File: src/rtl/orion_types.sv
// Shared integer-core types: register-file geometry and writeback bundles.
// Provides XLEN, RF_IDX_BITS, NUM_REGS, NUM_WB_DEF and wb_req_t.
package orion_types;

    localparam int XLEN        = 32;
    localparam int RF_IDX_BITS = 5;
    localparam int NUM_REGS    = 32;
    localparam int NUM_WB_DEF  = 2;

    typedef struct packed {
        logic [RF_IDX_BITS-1:0] rd_s;
        logic [XLEN-1:0]        rd_v;
    } wb_req_t;

endpackage

File: src/rtl/rf_wb_arbiter_if.sv
// Writeback request bus from the execution units to rf_wb_arbiter.
// wb_valid/wb_req per requester (master drives), wb_ready per requester (slave drives).
interface rf_wb_arbiter_if
    import orion_types::*;
#(
    parameter int NUM_WB = NUM_WB_DEF
);

    logic    [NUM_WB-1:0] wb_valid;
    logic    [NUM_WB-1:0] wb_ready;
    wb_req_t [NUM_WB-1:0] wb_req;

    modport master (
        output wb_valid,
        output wb_req,
        input  wb_ready
    );

    modport slave (
        input  wb_valid,
        input  wb_req,
        output wb_ready
    );

endinterface

File: src/rtl/rr_arbiter.sv
// Combinational N-way round-robin: searches req_i from ptr_i upward (mod N).
// Ports: req_i request vector, ptr_i search start, gnt_o one-hot grant (or 0).
module rr_arbiter #(
    parameter int N  = 2,
    parameter int PW = 1
) (
    input  logic [N-1:0]  req_i,
    input  logic [PW-1:0] ptr_i,
    output logic [N-1:0]  gnt_o
);

    logic          found;
    logic [PW-1:0] idx;

    always_comb begin
        gnt_o = '0;
        found = 1'b0;
        idx   = '0;
        for (int i = 0; i < N; i++) begin
            idx = PW'((int'(ptr_i) + i) % N);
            if (!found && req_i[idx]) begin
                gnt_o[idx] = 1'b1;
                found      = 1'b1;
            end
        end
    end

endmodule

File: src/rtl/rf_wb_arbiter.sv
// Round-robin writeback scheduler for the register file write port, plus a
// pending-write scoreboard. Ports: clk_i/rst_i, wb (request bus, slave),
// sb_set_i/sb_set_idx_i (mark pending), busy_o, rf_we_o/rf_rd_s_o/rf_rd_v_o.
// Define ORION_WB_BYPASS_EN to add byp_valid_o/byp_rd_s_o/byp_rd_v_o and
// clear busy bits one cycle earlier.
module rf_wb_arbiter
    import orion_types::*;
#(
    parameter int NUM_WB = NUM_WB_DEF
) (
    input  logic                   clk_i,
    input  logic                   rst_i,
    rf_wb_arbiter_if.slave         wb,
    input  logic                   sb_set_i,
    input  logic [RF_IDX_BITS-1:0] sb_set_idx_i,
    output logic [NUM_REGS-1:0]    busy_o,
`ifdef ORION_WB_BYPASS_EN
    output logic                   byp_valid_o,
    output logic [RF_IDX_BITS-1:0] byp_rd_s_o,
    output logic [XLEN-1:0]        byp_rd_v_o,
`endif
    output logic                   rf_we_o,
    output logic [RF_IDX_BITS-1:0] rf_rd_s_o,
    output logic [XLEN-1:0]        rf_rd_v_o
);

    localparam int PW = (NUM_WB > 2) ? $clog2(NUM_WB) : 1;

    logic [PW-1:0]          ptr_q, ptr_d;
    logic [NUM_WB-1:0]      real_req, x0_req, gnt;
    logic                   gnt_any;
    logic [RF_IDX_BITS-1:0] gnt_rd;
    logic [XLEN-1:0]        gnt_v;
    logic                   rf_we_q;
    logic [RF_IDX_BITS-1:0] rf_rd_s_q;
    logic [XLEN-1:0]        rf_rd_v_q;
    logic [NUM_REGS-1:0]    busy_q, busy_d;
    logic                   clr_en;
    logic [RF_IDX_BITS-1:0] clr_idx;

    // x0 writes are swallowed here so they never compete for the port.
    always_comb begin
        real_req = '0;
        x0_req   = '0;
        for (int k = 0; k < NUM_WB; k++) begin
            x0_req[k]   = wb.wb_valid[k] && (wb.wb_req[k].rd_s == '0);
            real_req[k] = wb.wb_valid[k] && (wb.wb_req[k].rd_s != '0);
        end
    end

    rr_arbiter #(
        .N  (NUM_WB),
        .PW (PW)
    ) u_rr (
        .req_i (real_req),
        .ptr_i (ptr_q),
        .gnt_o (gnt)
    );

    assign wb.wb_ready = gnt | x0_req;

    always_comb begin
        gnt_any = 1'b0;
        gnt_rd  = '0;
        gnt_v   = '0;
        ptr_d   = ptr_q;
        for (int k = 0; k < NUM_WB; k++) begin
            if (gnt[k]) begin
                gnt_any = 1'b1;
                gnt_rd  = wb.wb_req[k].rd_s;
                gnt_v   = wb.wb_req[k].rd_v;
                ptr_d   = PW'((k + 1) % NUM_WB);
            end
        end
    end

`ifdef ORION_WB_BYPASS_EN
    // Consumers pick the value off the bypass, so retire at the grant edge.
    assign clr_en  = gnt_any;
    assign clr_idx = gnt_rd;
`else
    // Retire on the same edge the register file captures the write.
    assign clr_en  = rf_we_q;
    assign clr_idx = rf_rd_s_q;
`endif

    // Set is applied after clear so a re-issue on a retiring register wins.
    always_comb begin
        busy_d = busy_q;
        if (clr_en) begin
            busy_d[clr_idx] = 1'b0;
        end
        if (sb_set_i) begin
            busy_d[sb_set_idx_i] = 1'b1;
        end
        busy_d[0] = 1'b0;
    end

    always_ff @(posedge clk_i or posedge rst_i) begin
        if (rst_i) begin
            ptr_q     <= '0;
            rf_we_q   <= 1'b0;
            rf_rd_s_q <= '0;
            rf_rd_v_q <= '0;
            busy_q    <= '0;
        end else begin
            ptr_q   <= ptr_d;
            rf_we_q <= gnt_any;
            busy_q  <= busy_d;
            if (gnt_any) begin
                rf_rd_s_q <= gnt_rd;
                rf_rd_v_q <= gnt_v;
            end
        end
    end

    assign rf_we_o   = rf_we_q;
    assign rf_rd_s_o = rf_rd_s_q;
    assign rf_rd_v_o = rf_rd_v_q;
    assign busy_o    = busy_q;

`ifdef ORION_WB_BYPASS_EN
    assign byp_valid_o = rf_we_q;
    assign byp_rd_s_o  = rf_rd_s_q;
    assign byp_rd_v_o  = rf_rd_v_q;
`endif

    // Issue must never mark a register that is still pending, unless that
    // register is retiring on this very edge.
    a_no_double_set: assert property (
        @(posedge clk_i) disable iff (rst_i)
        (sb_set_i && (sb_set_idx_i != '0) &&
         !(clr_en && (clr_idx == sb_set_idx_i)))
        |-> !busy_q[sb_set_idx_i]
    );

endmodule

File: src/flat_wrapper.sv
// flat-port wrapper written by rule: the top's interface ports become plain ports
module rf_wb_arbiter_flat import orion_types::*;
#(
    parameter int NUM_WB = NUM_WB_DEF
)
  (clk_i, rst_i, sb_set_i, sb_set_idx_i, busy_o, rf_we_o, rf_rd_s_o, rf_rd_v_o, wb_wb_valid, wb_wb_req, wb_wb_ready);
  rf_wb_arbiter_if #(.NUM_WB(NUM_WB)) wb_i ();
  input  logic clk_i;
  input  logic rst_i;
  input  logic sb_set_i;
  input  logic [RF_IDX_BITS-1:0] sb_set_idx_i;
  output logic [NUM_REGS-1:0] busy_o;
  output logic rf_we_o;
  output logic [RF_IDX_BITS-1:0] rf_rd_s_o;
  output logic [XLEN-1:0] rf_rd_v_o;
  input wire logic [$bits(wb_i.wb_valid)-1:0] wb_wb_valid;
  input wire logic [$bits(wb_i.wb_req)-1:0] wb_wb_req;
  output wire logic [$bits(wb_i.wb_ready)-1:0] wb_wb_ready;
  assign wb_i.wb_valid = wb_wb_valid;
  assign wb_i.wb_req = wb_wb_req;
  assign wb_wb_ready = wb_i.wb_ready;
  rf_wb_arbiter #(.NUM_WB(NUM_WB)) u_core (.clk_i(clk_i), .rst_i(rst_i), .wb(wb_i), .sb_set_i(sb_set_i), .sb_set_idx_i(sb_set_idx_i), .busy_o(busy_o), .rf_we_o(rf_we_o), .rf_rd_s_o(rf_rd_s_o), .rf_rd_v_o(rf_rd_v_o));
endmodule
File: config.mk
export PLATFORM = sky130hd
export DESIGN_NAME = rf_wb_arbiter_flat
export DESIGN_NICKNAME = d
export VERILOG_FILES = /design/src/rtl/orion_types.sv /design/src/rtl/rf_wb_arbiter_if.sv /design/src/rtl/rr_arbiter.sv /design/src/rtl/rf_wb_arbiter.sv /design/src/flat_wrapper.sv
export SDC_FILE = /design/constraint.sdc
export NUM_CORES = 1
export LEC_CHECK = 0
export ABC_AREA = 1
export CAP_MARGIN = 25
export CORE_MARGIN = 8
export CORE_UTILIZATION = 37
export DETAILED_ROUTE_END_ITERATION = 10
export PLACE_DENSITY = 0.77
export SYNTH_ARGS = -nofsm -noshare
export SYNTH_HDL_FRONTEND = slang
export SYNTH_SLANG_ARGS = --single-unit
File: constraint.sdc
create_clock -name clk_i -period 2.6 [get_ports clk_i]
set_clock_uncertainty 0.2 [all_clocks]
set_input_delay 0.52 -clock clk_i [delete_from_list [all_inputs] [get_ports clk_i]]
set_output_delay 0.52 -clock clk_i [all_outputs]
set_load 0.05 [all_outputs]
# Word level (Yosys, flattened, before mapping)
# Index checks and enable logic that the tools add are counted.
# W data, S select, Z words.
# word_totals
reg_bits	70
word_cells	59
output_inout_bits	72
in_bits	84
# op_classes
order_cmp	8
n_bitwise	5
add_sub_neg	1
muxes	25
n_reduce_logical	15
# op_table
cell	count
$mux W32	4
$and A32 B32 Y32	1
$not A32 Y32	1
$or A32 B32 Y32	1
$mux W1	13
$lt A5 B6 Y1 const B	2
$demux W1 S5	2
$ge A5 B1 Y1 const B	2
$logic_not A5 Y1	2
$mux W5	2
$reduce_bool A5 Y1	2
$logic_and A1 B1 Y1	9
$lt A1 B2 Y1 const B	2
$mux W2	2
$or A2 B2 Y2	2
$demux W1 S1	2
$ge A1 B1 Y1 const B	2
$reduce_bool A2 Y1	1
$add A1 B1 Y1 const B	1
$logic_not A1 Y1	1

# Depth between registers and ports, before layout
# logic_depth
word_depth	10
mapped_depth	8
depth_no_buf	6

# Modules after synthesis
# From an unflattened synthesis, not the netlist that was laid out.
# hier_totals
cells_unflattened	418
area_unflattened_um2	3310.7
# by_module_without_submodules
mod	n_inst	area_per_inst_um2	cells_per_inst	seq_area_each_um2
rf_wb_arbiter	1	3283.1	414	1751.7
rr_arbiter	1	27.5	4	0.0

# Least setup slack after synthesis
# Ideal clock, no wire load.
# synth_timing
path_type	input -> output
from	input port wb_wb_req[71]
to	output port wb_wb_ready[0]
stages	7
t_arrival_ns	1.928
required_ns	1.880
path_buffers	2
setup_slack_ns	-0.048
path_cell_list	nor2_1 -> nand3_1 -> nand2_2 -> inv_2 -> buf_6 -> buf_6 -> a31oi_1
# synth_between
elab_chain_cells	9
elab_cells_between_ends	13
classes_between	mux (7); bitwise (2); reduce/logical (4)
# synth_rtl
item	line	rtl
start: declaration	flat_wrapper.sv:17	input wire logic [$bits(wb_i.wb_req)-1:0] wb_wb_req;
$reduce_bool A5 Y1 *	rf_wb_arbiter.sv:47	real_req[k] = wb.wb_valid[k] && (wb.wb_req[k].rd_s != '0);
$logic_and A1 B1 Y1 *	rf_wb_arbiter.sv:47	
$mux W1 (implied by the code) (2 in series)	rr_arbiter.sv:21	if (!found && req_i[idx]) begin
$mux W1	rr_arbiter.sv:21	
$logic_not A1 Y1	rr_arbiter.sv:21	
$logic_and A1 B1 Y1	rr_arbiter.sv:21	
$mux W2 *	rr_arbiter.sv:21	
$or A2 B2 Y2 *	rf_wb_arbiter.sv:60	assign wb.wb_ready = gnt | x0_req;
end: declaration	flat_wrapper.sv:18	output wire logic [$bits(wb_i.wb_ready)-1:0] wb_wb_ready;
# Mark *: on every way between the ends. The rest lies on a longest branch, timed or not. The select of a mux whose other input is x is not followed.

# Worst setup path in the final report
# Same ends and word-level chain as after synthesis.

==> impl_summary.log <==
[metrics] total CTS buffers: 9
[metrics] class of the most critical hold timing path: flop to flop
[metrics] worst hold margin: 0.3084 ns
[metrics] overall via count from detail_route: between 3,000 and 4,000
[metrics] DR iter-0 viols: ~170
[metrics] width of the chip: ~110 microns
[metrics] post-synthesis share of cell area spent on xor and xnor gates: 0
[metrics] ordered cell list for the critical path: clkdlybuf4s50_1, nor2_1, nand3_4, nand2_2, inv_2, a31oi_2, buf_12
[metrics] pin count of the biggest net entering global routing: 39
[metrics] critical path capture point type: output port
[metrics] wirelength, routed: about 12,000 microns
[metrics] length of routed met3 wiring: roughly 1500 microns
[metrics] core area: approximately 8600 sq um
[metrics] slew margin rel.: 0.6257
[metrics] latest clock arrival within the worst-skew pair: roughly 0.33 ns
[metrics] clock slew seen by the registers of the worst setup and hold paths: around 0.08 ns
[metrics] YS warnings: 0
[metrics] run status: complete, no violations
[metrics] CP max stage cell: clkdlybuf4s50_1
[metrics] R2R Setup Slk: 1.10 ns
[metrics] Clk Tree Root Cell: clkbuf_8
[metrics] buffers added on ports: around 150
[metrics] overall routing resource usage: 0.1948
[metrics] global-route congestion overflow total: 0
[metrics] total of flip-flops plus latches after synthesis: 70
[metrics] Routed met1 length: approximately 4600 microns
[metrics] number of hold-repair buffers added at the cts stage: 0
[metrics] crit path max fanout: 3
[metrics] hold violation count in the final report: 0
[metrics] kind of launch point of the worst setup path: input port
[metrics] number of antenna-violating nets in the routed design: 0
[metrics] number of antenna diodes: 0
[metrics] global-route wire length before repair: approximately 18,000 microns
[metrics] count of final max-slew check failures: 0
[metrics] part of the Yosys area used for sequential elements: 0.5416
[metrics] multiplexer share of the synthesized area: 0
[metrics] register area: around 1800 sq um
[metrics] summed instance area of the synthesized netlist: roughly 3200 sq um
[metrics] net count after synthesis: around 440
[metrics] length of the first detailed-routing pass in iterations: 6
[metrics] fill cell instance count of the final layout: roughly 740
[metrics] syn_area_per_cell: between 8 and 9 sq um
[metrics] synthesized-area fraction occupied by ao, oa, aoi and oai cells: 0.1014
[metrics] standby leakage power: 2.129 nW
[metrics] area of the die: about 12,000 sq um
[metrics] simple-gate share of the synthesized area: 0.2843
[metrics] Met2 Wirelength: 5471 microns
[metrics] gate count of the mapped netlist: 360
[metrics] post-route design area: approximately 5200 sq um
[metrics] final net count: roughly 600
[metrics] clock net sink count: 70
[metrics] Vias/cell: 5.593
[metrics] Core Rows: 34
[metrics] TritonCTS clock tree: yes
[metrics] vias in the first global route: 3,610
[metrics] Starting Density: 0.3764
[metrics] worst supply voltage drop on vdd: between 300 and 400 uV
[metrics] peak per-stage delay on the critical path: approximately 0.43 ns
[metrics] fin crit share: 0.9748
[metrics] maximum buffer depth of the clock tree: 2
[metrics] share of layout cells above drive strength 1: 0.07364
[metrics] slew at the pin closest to its max-slew limit: between 0.5 and 0.6 ns
[metrics] endpoint arrival time on the critical path: roughly 1.8 ns
[metrics] power density over the cells: roughly 990 nW/um^2
[metrics] CP bufs+invs: 3
[metrics] chip height: between 100 and 150 microns
[metrics] count of endpoints failing setup in the final report: 0
[metrics] required time at the worst-slack endpoint: 1.88 ns
[metrics] post-CTS setup buffer count: 0
[metrics] RD Place Congestion: slightly below 0.9
[metrics] shortest period the worst path allows: about 2.5 ns
[metrics] max_cap viols: 0
[metrics] fraction of the mapped netlist area in adder cells: 0
[metrics] dominant combinational cell family by area after synthesis: simple AND/OR/NAND/NOR gates
[metrics] Finished Core Util: 0.6013
[metrics] highest metal layer with signal wires: met4
[metrics] class of the most critical setup path: input port to output port
[metrics] top-level I/O count: 156
[metrics] Achievable Freq: 0.3946 GHz
[metrics] final cell count without fillers: about 620
[metrics] number of design rule violations left after detail routing: 0
[metrics] kind of cell with the highest combined delay on the critical path: buffers and inverters
[metrics] antenna violations before repair: 0
[metrics] area of combinational cells with multiple inputs: about 1300 sq um
[metrics] number of levels in the clock H-tree: 3
[metrics] area post-placement: 4876 sq um
[metrics] post-synthesis to final-layout area growth: 59.77%
[metrics] Placed Cells: 608
[metrics] count of cell types in the netlist: 17
[metrics] routed wire length per instance: ~19 microns
[metrics] half-perimeter wire length of the detailed placement result: 8708 microns
## logic make-up (layout without fill, tap and decap cells)
logic type,Yosys count,in the layout
simple gates,183,183
flops,70,70
compound gates,65,65
buf+inv,41,197
other cells,1,1
## layout by cell type (no fill, tap or decap), drive strengths merged, types with 3 or more instances in the layout
cell type,n
buf,12
bufinv,3
clkbuf,11
clkdlybuf4s50,152
dfrtp,70
inv,17
nand2,3
nand3,175
nor2,4
o21ai,63
## area by class of cell
| cell class | instances | area share |
|---|---|---|
| flip-flops and latches | 70 | 0.3390 |
| repair buffers | 164 | 0.3240 |
| multi-input cells | 249 | 0.2506 |
| clock buffers | 11 | 0.02736 |
| well taps | 108 | 0.02615 |
| clock inverters | 5 | 0.02058 |
| inverters | 17 | 0.01235 |
## path summary, 6_finish.rpt
| check | start | endpoint | depth (start not counted) |
|---|---|---|---|
| min in group asynchronous | rst_i | u_core.busy_o[28]$_DFF_PP0_ | 2 |
| max in group asynchronous | rst_i | u_core.busy_o[23]$_DFF_PP0_ | 3 |
| max reg2reg | u_core.rf_rd_s_o[0]$_DFFE_PP0P_ | u_core.busy_o[2]$_DFF_PP0_ | 4 |
| min | u_core.busy_o[10]$_DFF_PP0_ | u_core.busy_o[10]$_DFF_PP0_ | 2 |
| max | wb_wb_req[71] | wb_wb_ready[0] | 7 |
| min reg2reg | u_core.busy_o[10]$_DFF_PP0_ | u_core.busy_o[10]$_DFF_PP0_ | 2 |
## where the power goes
group / switching [mW] / internal, mW
Combinational: 1.63 / 0.805
Sequential: 0.198 / 1.40
Clock: 0.420 / 0.666
## synthesized netlist by cell type
| master | n | area (sq um) |
|---|---|---|
| inv_1 | 15 | 56.30 |
| nand2_1 | 1 | 3.750 |
| inv_2 | 2 | 7.510 |
| buf_2 | 8 | 40.04 |
| nand3b_1 | 1 | 7.510 |
| conb_1 | 1 | 3.750 |
| nor2_1 | 4 | 15.01 |
| buf_4 | 10 | 75.07 |
| nand2_2 | 2 | 12.51 |
| nand3_1 | 174 | 870.8 |
| nand3_2 | 1 | 10.01 |
| buf_6 | 4 | 45.04 |
| a31oi_1 | 2 | 12.51 |
| clkbuf_1 | 2 | 7.510 |
| o21ai_0 | 62 | 310.3 |
| o21ai_1 | 1 | 5.000 |
| dfrtp_1 | 70 | 1752 |
## per-stage QoR
step / power [mW] / worst slack (ns) / TNS, ns
final: 5.116 / 0.06553 / 0
after CTS: 5.145 / 0.02433 / 0
after global placement: 3.999 / -0.006784 / -0.006784
after detailed placement: 4.051 / -0.05304 / -0.05304
after global routing: 5.338 / -0.02980 / -0.02980
after floorplan: 3.072 / -0.04767 / -0.08863
## sequential cells by signal, summed over array words and instances, names as in the netlist
name              flops
u_core.rf_we_o        1
u_core.ptr_q          1
u_core.rf_rd_s_o      5
u_core.busy_o        31
u_core.rf_rd_v_o     32
## routing by layer
metal / up-vias / global-route usage
met4: 0 / 0.07715
met3: 19 / 0.08441
li1: 1597 / -
met1: 1673 / 0.2375
met5: - / 0
met2: 201 / 0.2976
## tightest hold or removal path, stage by stage (launching register included)
cell and delay, ns:
dfrtp_1 0.34, o21ai_0 0.07, o21ai_0 0.06
## what timing repair did
| item | in CTS | in global routing |
|---|---|---|
| pin swaps | 0 | 1 |
| gates cloned | 0 | 0 |
| resized for setup | 3 | 5 |
| setup endpoints to repair | 1 | 2 |
Note: power is estimated with default switching activity, not from simulation.
